## config.mk

```make
export PLATFORM = sky130hd
export DESIGN_NAME = seq_booth_multiplier
export DESIGN_NICKNAME = d
export VERILOG_FILES = /design/src/rtl/seq_booth_multiplier.sv
export SDC_FILE = /design/constraint.sdc
export NUM_CORES = 1
export LEC_CHECK = 0
export CORE_ASPECT_RATIO = 0.75
export CORE_MARGIN = 1.5
export CORE_UTILIZATION = 49
export CTS_CLUSTER_SIZE = 12
export DETAILED_ROUTE_END_ITERATION = 16
export PLACE_DENSITY = 0.84
export SYNTH_ARGS = -nofsm -noshare
export SYNTH_HDL_FRONTEND = slang
export SYNTH_SLANG_ARGS = --single-unit
```

## constraint.sdc

```tcl
create_clock -name i_clk -period 5.3 [get_ports i_clk]
set_input_delay 1.325 -clock i_clk [delete_from_list [all_inputs] [get_ports i_clk]]
set_output_delay 1.325 -clock i_clk [all_outputs]
set_load 0.1 [all_outputs]
```

## src/rtl/seq_booth_multiplier.sv

```systemverilog
// Iterative radix-2 Booth multiplier: one Booth step per cycle, registered result
// held until the next accepted start, one-cycle done pulse.
module seq_booth_multiplier #(
    parameter int unsigned WIDTH = 33,
    parameter int unsigned OUT_W = 64
) (
    input  logic             i_clk,
    input  logic             i_rstn,
    input  logic             i_start,
    input  logic [WIDTH-1:0] i_a,
    input  logic [WIDTH-1:0] i_b,
    output logic [OUT_W-1:0] o_c,
    output logic             o_done,
    output logic             o_busy
);

    localparam int unsigned CNT_W = $clog2(WIDTH);

    localparam logic [1:0] ST_IDLE = 2'd0;
    localparam logic [1:0] ST_BUSY = 2'd1;
    localparam logic [1:0] ST_DONE = 2'd2;

    logic [1:0]       state_q, state_d;
    logic [WIDTH:0]   a_q, a_d;
    logic [WIDTH-1:0] q_q, q_d;
    logic             qm1_q, qm1_d;
    logic [WIDTH-1:0] m_q, m_d;
    logic [CNT_W-1:0] cnt_q, cnt_d;
    logic [OUT_W-1:0] c_q, c_d;
    logic             done_q, done_d;
    logic             busy_q, busy_d;

    logic [WIDTH:0]   m_ext_c;
    logic [WIDTH:0]   a_sum_c;
    logic [WIDTH:0]   a_sh_c;
    logic [WIDTH-1:0] q_sh_c;

    // One Booth step: conditional add/subtract of M, then arithmetic shift of {A,Q,q_m1}
    always_comb begin
        m_ext_c = {m_q[WIDTH-1], m_q};
        case ({q_q[0], qm1_q})
            2'b01:   a_sum_c = a_q + m_ext_c;
            2'b10:   a_sum_c = a_q - m_ext_c;
            default: a_sum_c = a_q;
        endcase
        a_sh_c = {a_sum_c[WIDTH], a_sum_c[WIDTH:1]};
        q_sh_c = {a_sum_c[0], q_q[WIDTH-1:1]};
    end

    // Next-state and datapath control for IDLE / BUSY / DONE
    always_comb begin
        state_d = state_q;
        a_d     = a_q;
        q_d     = q_q;
        qm1_d   = qm1_q;
        m_d     = m_q;
        cnt_d   = cnt_q;
        c_d     = c_q;
        done_d  = 1'b0;
        busy_d  = 1'b0;

        case (state_q)
            ST_IDLE, ST_DONE: begin
                if (i_start) begin
                    state_d = ST_BUSY;
                    busy_d  = 1'b1;
                    m_d     = i_a;
                    q_d     = i_b;
                    a_d     = '0;
                    qm1_d   = 1'b0;
                    cnt_d   = '0;
                end else begin
                    state_d = ST_IDLE;
                end
            end
            ST_BUSY: begin
                busy_d = 1'b1;
                a_d    = a_sh_c;
                q_d    = q_sh_c;
                qm1_d  = q_q[0];
                cnt_d  = cnt_q + CNT_W'(1);
                if (cnt_q == CNT_W'(WIDTH - 1)) begin
                    // Last step: publish the low product bits on the edge entering DONE
                    state_d = ST_DONE;
                    busy_d  = 1'b0;
                    done_d  = 1'b1;
                    cnt_d   = '0;
                    c_d     = OUT_W'({a_sh_c, q_sh_c});
                end
            end
            default: begin
                state_d = ST_IDLE;
            end
        endcase
    end

    // State and datapath registers with synchronous active-low reset
    always_ff @(posedge i_clk) begin
        if (!i_rstn) begin
            state_q <= ST_IDLE;
            a_q     <= '0;
            q_q     <= '0;
            qm1_q   <= 1'b0;
            m_q     <= '0;
            cnt_q   <= '0;
            c_q     <= '0;
            done_q  <= 1'b0;
            busy_q  <= 1'b0;
        end else begin
            state_q <= state_d;
            a_q     <= a_d;
            q_q     <= q_d;
            qm1_q   <= qm1_d;
            m_q     <= m_d;
            cnt_q   <= cnt_d;
            c_q     <= c_d;
            done_q  <= done_d;
            busy_q  <= busy_d;
        end
    end

    assign o_c    = c_q;
    assign o_done = done_q;
    assign o_busy = busy_q;

endmodule
```

# Word level (Yosys, flattened, before mapping)
# Index checks and enable logic that the tools add are counted.
# W data, S select, Z words.
dict set report totals {
  output_inout_bits 66
  in_bits 69
  register_bits 175
  word_cells 43
}
dict set report op_classes {
  reduce_logical 7
  eq_ne 7
  mux 17
  add_sub_neg 3
}
# operator n
set ops {}
lappend ops {{$pmux W34 S2} 2}
lappend ops {{$pmux W33 S2} 1}
lappend ops {{$add A34 B34 Y34} 1}
lappend ops {{$mux W34} 1}
lappend ops {{$sub A34 B34 Y34} 1}
lappend ops {{$mux W33} 1}
lappend ops {{$mux W6} 2}
lappend ops {{$pmux W6 S2} 1}
lappend ops {{$reduce_and A2 Y1} 4}
lappend ops {{$add A6 B1 Y6 const B} 1}
lappend ops {{$eq A6 B6 Y1 const B} 1}
lappend ops {{$mux W1} 5}
lappend ops {{$eq A2 B1 Y1 const B} 2}
lappend ops {{$eq A2 B2 Y1 const B} 2}
lappend ops {{$ne A2 B2 Y1 const B} 2}
lappend ops {{$pmux W1 S2} 2}
lappend ops {{$pmux W2 S2} 1}
lappend ops {{$logic_not A2 Y1} 1}
lappend ops {{$mux W2} 1}
lappend ops {{$reduce_bool A2 Y1} 1}
lappend ops {{$reduce_or A2 Y1} 1}

# Longest topological paths before layout
dict set report logic_depth {
  ltp_word 4
  depth_mapped 18
  depth_no_buf 17
}

# Least setup slack after synthesis
# OpenSTA, ideal clock, no wires.
dict set report synth_timing {
  path_type {reg2reg}
  start {register m_q[10]}
  end {register c_q[62], in the netlist o_c[62]}
  setup_ns 0.075
  required_ns 5.225
  synth_period_minus_slack_ns 4.077
  path_buffers 1
  arrival_time_ns 4.002
  setup_slack_ns 1.223
  stages_incl_launch_ff 18
  path_cell_list {dfxtp_1 -> or4_4 -> or3_4 -> and2b_1 -> nand2_1 -> nor3_1 -> a21oi_1 -> xnor2_1 -> ha_1 -> clkbuf_1 -> and3_1 -> a221o_1 -> a211oi_1 -> nor2_1 -> a311oi_1 -> xnor2_1 -> nand2_1 -> a31oi_1}
}
dict set report synth_via {
  elab_chain_cells 2
  elab_cells_between_ends 3
  cone_classes {2 x add/sub; 1 x mux}
}
# item line_no
set synth_lines {}
lappend synth_lines {{start, declared} 27} ;# logic [WIDTH-1:0] m_q, m_d;
lappend synth_lines {{start signal, assigned} 114} ;# m_q <= m_d;
lappend synth_lines {{$sub A34 B34 Y34 or $add A34 B34 Y34 (tied branches)} {43, 42}}
lappend synth_lines {{$pmux W34 S2 (*)} 41} ;# case ({q_q[0], qm1_q})
lappend synth_lines {{end signal, assigned} 106} ;# c_q <= '0;
lappend synth_lines {{end signal, assigned} 116} ;# c_q <= c_d;
lappend synth_lines {{end, declared} 29} ;# logic [OUT_W-1:0] c_q, c_d;
# Mark *: on every way between the ends. The rest lies on a longest branch, timed or not.
# A chain may end at the register's enable or synchronous reset.

# Worst setup path in the final report
dict set report layout_timing {
  start {register m_q[2]}
  end {register c_q[62], in the netlist o_c[62]}
}
# The elaborated chain is that of the path after synthesis.

==> metrics.md <==
| Metric | Value |
|---|---|
| Crit path largest cell delay | `0.69 ns` |
| Clock buffer depth | `2` |
| Comb pwr share | `23.6%` |
| Critical R2R Capture | `o_c[62]` |
| Synth warnings | `0` |
| Via count | `9,069` |
| Chip height | `122 um` |
| # clock sinks | `174` |
| Synth top area cells | `dfxtp_1, nand2_1, a21oi_1` |
| Hold depth | `2` |
| DR pass1 iterations | `5` |
| Vias in the first global route | `8,588` |
| Crit-path slowest cell | `nor4_2` |
| Final hold slack | `0.455 ns` |
| Hpwl dp | `17,500 um` |
| Internal cell power | `2.38 mW` |
| WS Path Type | `flip-flop to flip-flop` |
| NetSw | `1.19 mW` |
| Sequential area share after synthesis | `37.9%` |
| Cell count along the critical path | `16` |
| Worst-Skew Late Latency | `0.45 ns` |
| Area added between synthesis and finish | `22.8%` |
| Top-count cell post-synth | `nand2_1` |
| Number of CTS-inserted buffers | `17` |
| Remaining antenna violation count | `0` |
| Gr usage total | `26.9%` |
| Via/cell ratio | `5.86` |
| Worst-path clk slew | `0.08 ns` |
| Worst-margin pin slew | `1.11 ns` |
| Initial detailed-routing violation count | `965` |
| Register area | `3480 sq um` |
| Met1 routing resource usage after global routing | `36.6%` |
| Worst Setup End Kind | `flip-flop` |
| Hold Crit Endpoint | `o_c[18]` |
| DRT Wirelength | `25,800 um` |
| Hold path startpoint | `o_c[18]` |
| FF-to-FF Start | `m_q[2]` |
| WP data required | `5.67 ns` |
| First-pass GRT wire length | `42,600 um` |
| CTS tree | `built` |
| Sequential share of power | `39.8%` |
| Worst min path class | `flip-flop to flip-flop` |
| Outcome | `complete, no violations` |
| Fillers | `1,615` |
| Number of enable flip-flop cells after synthesis | `0` |
| Busiest grt layer | `met2` |
| Switch share | `33.3%` |
| Period utilization | `87.2%` |
| Cell taking the most area after synthesis | `dfxtp_1` |
| Antenna diodes | `0` |
| Fin nets | `1,395` |
| Hold_buf cts | `0` |
| Syn Nets | `1,312` |
| Post-synth top area share | `37.9%` |
| Max-slew violation count | `0` |
| Clock share of power | `36.5%` |
| Maximum Capacitance Violations | `0` |
| Pwr/cell area | `316 nW/um^2` |
| Final min period | `4.62 ns` |
| Io pins | `135` |
| Buf/Inv on CP | `0` |
| Startpoint Class | `flip-flop` |
| Die Area | `19,600 sq um` |
| Slew HR | `25.9%` |
| Multi-input gate area | `5330 sq um` |
| Met2 Resource Use GR | `42.2%` |
| CTS H-tree lvls | `4` |
| Max Clock Freq | `216 MHz` |
| Crit path from | `m_q[2]` |
| Port Buf Inserts | `134` |
| Clock skew | `0.0158 ns` |
| Routing usage on met3 | `4.87%` |
| Netlist Area Pre-Place | `9190 sq um` |
| Mean Syn Cell Area | `7.63 sq um` |
| Pin count of the biggest net entering global routing | `63` |
| Grt ovf | `0` |
| RSZ-0062 raised after global routing | `false` |
| Initial Utilization | `49.8%` |
| Main synth FF type | `dfxtp_1` |
| Crit-path cells | `nor4_2 -> and3_1 -> and2b_1 -> nand2_1 -> nor3_1 -> a21oi_1 -> xnor2_1 -> ha_1 -> and3_1 -> a221o_1 -> a211oi_1 -> nor2_1 -> a311oi_1 -> xnor2_1 -> nand2_1 -> a31oi_1` |
| Distinct cell type count after synthesis | `67` |
| Postcts setup bufs | `0` |
| Crit-path max FO | `7` |
| Drt wl/cell | `16.7 um` |
| Die W | `161 um` |
| Yosys reg bits | `174` |
| Setup tns final | `0 ns` |
| Family with the most delay on the worst path | `simple AND/OR/NAND/NOR gates` |
| Final RePlAce weighted congestion | `0.951` |
| Worst VDD drop | `0.222 mV` |
| Row count | `43` |
| Final setup viols | `0` |
| CTS resizes | `0` |
| Leakage Power | `4.13 nW` |
| Synth async-reset ratio | `0%` |
| Setup slack, reg-to-reg | `0.68 ns` |
| Clk root buf | `clkbuf_16` |
| Final hold violation count | `0` |
| WP data arrival | `4.99 ns` |
| Cells after Synth | `1,205` |
| Share of cells above drive strength 1 | `4.92%` |
| DRC viols | `0` |
| Core area | `18,500 sq um` |
| Initial antenna violation count | `0` |
| Most frequent cells after synthesis | `nand2_1, dfxtp_1, a21oi_1, nor2_1, clkbuf_1` |
| Worst Reg-to-Reg Cells | `16` |
[how the worst max path moves through the flow]
stage                         end
after floorplan           o_c[62]
after global placement    o_c[62]
after detailed placement  o_c[62]
after CTS                 o_c[62]
after global routing      o_c[62]
final                     o_c[62]
[cells by family after synthesis]
family / synth area share, %
xor gates and xnor gates: 5.14
AOI/OAI and AO/OA: 23.9
adders and majority gates: 5.25
buffers and inverters: 4.44
muxes: 1.20
DFF: 37.9
and+or+nand+nor: 22.1
[per-stage QoR]
stage | power [mW] | std cells | area, sq um | util (%) | setup slack, ns
final | 3.57 | 1548 | 11300 | 61.2 | 0.678
after CTS | 3.56 | 1548 | 11300 | 61.2 | 0.734
after global routing | 3.73 | 1548 | 11300 | 61.2 | 0.414
after floorplan | 2.04 | 1205 | 9190 | - | 1.22
after global placement | 2.25 | 1516 | 10700 | 57.8 | 1.00
after detailed placement | 2.27 | 1516 | 10700 | 57.8 | 0.791
[routing by layer]
metal / up-vias / wire length, um
li1: 4428 / -
met1: 4227 / 11900
met2: 365 / 11400
met3: 49 / 1950
met4: 0 / 612
met5: - / 0
[tightest hold or removal path: stages, from the launching register on]
cell and delay [ns]:
dfxtp_1 0.31, nand2_1 0.05, a21oi_1 0.05
[sequential cells by signal, summed over array words and instances (netlist names)]
| signal | cells |
|---|---|
| o_done | 1 |
| qm1_q | 1 |
| o_busy | 1 |
| m_q | 33 |
| q_q | 33 |
| cnt_q | 6 |
| state_q | 2 |
| o_c | 64 |
| a_q | 33 |
[power by group through the flow]
| stage | registers [mW] | clock network (mW) | logic (mW) |
|---|---|---|---|
| 2_1_floorplan | 1.44 | 0 | 0.605 |
| 3_3_place_gp | 1.45 | 0 | 0.801 |
| 3_5_place_dp | 1.45 | 0 | 0.818 |
| 4_1_cts | 1.42 | 1.31 | 0.828 |
| 5_1_grt | 1.43 | 1.37 | 0.924 |
| 6_report | 1.42 | 1.30 | 0.842 |
[final cells by class]
class / count / area share [%]
well taps: 247 / 2.74
multi-input cells: 927 / 47.2
clock buffers: 17 / 3.77
flip-flops and latches: 174 / 30.9
repair buffers: 147 / 13.0
inverters: 21 / 0.720
clock inverters: 15 / 1.74
[cells in the final DEF, fill, tap and decap left out, types with 3 or more instances in the layout]
cell type	instances
and2_1	4
nand4_1	4
o211a_1	3
clkinv_8	5
a31oi_1	22
a21oi_1	156
o21bai_1	3
o21ai_0	56
ha_1	37
xnor2_1	48
inv_1	19
a211oi_1	11
clkdlybuf4s50_1	134
a311oi_1	23
nor2_1	114
nor2b_1	5
nand2_1	221
a21o_1	11
xor2_1	6
nor3_1	39
o211ai_1	10
inv_6	4
buf_4	11
a32oi_1	5
a41oi_1	5
dfxtp_1	174
mux2i_1	11
clkbuf_16	17
o21a_1	7
inv_8	3
or3_1	7
and3_1	10
nor4_1	6
nand2b_1	5
nand3_1	25
a22oi_1	10
o22ai_1	20
Note: power is estimated with default switching activity, not from simulation.
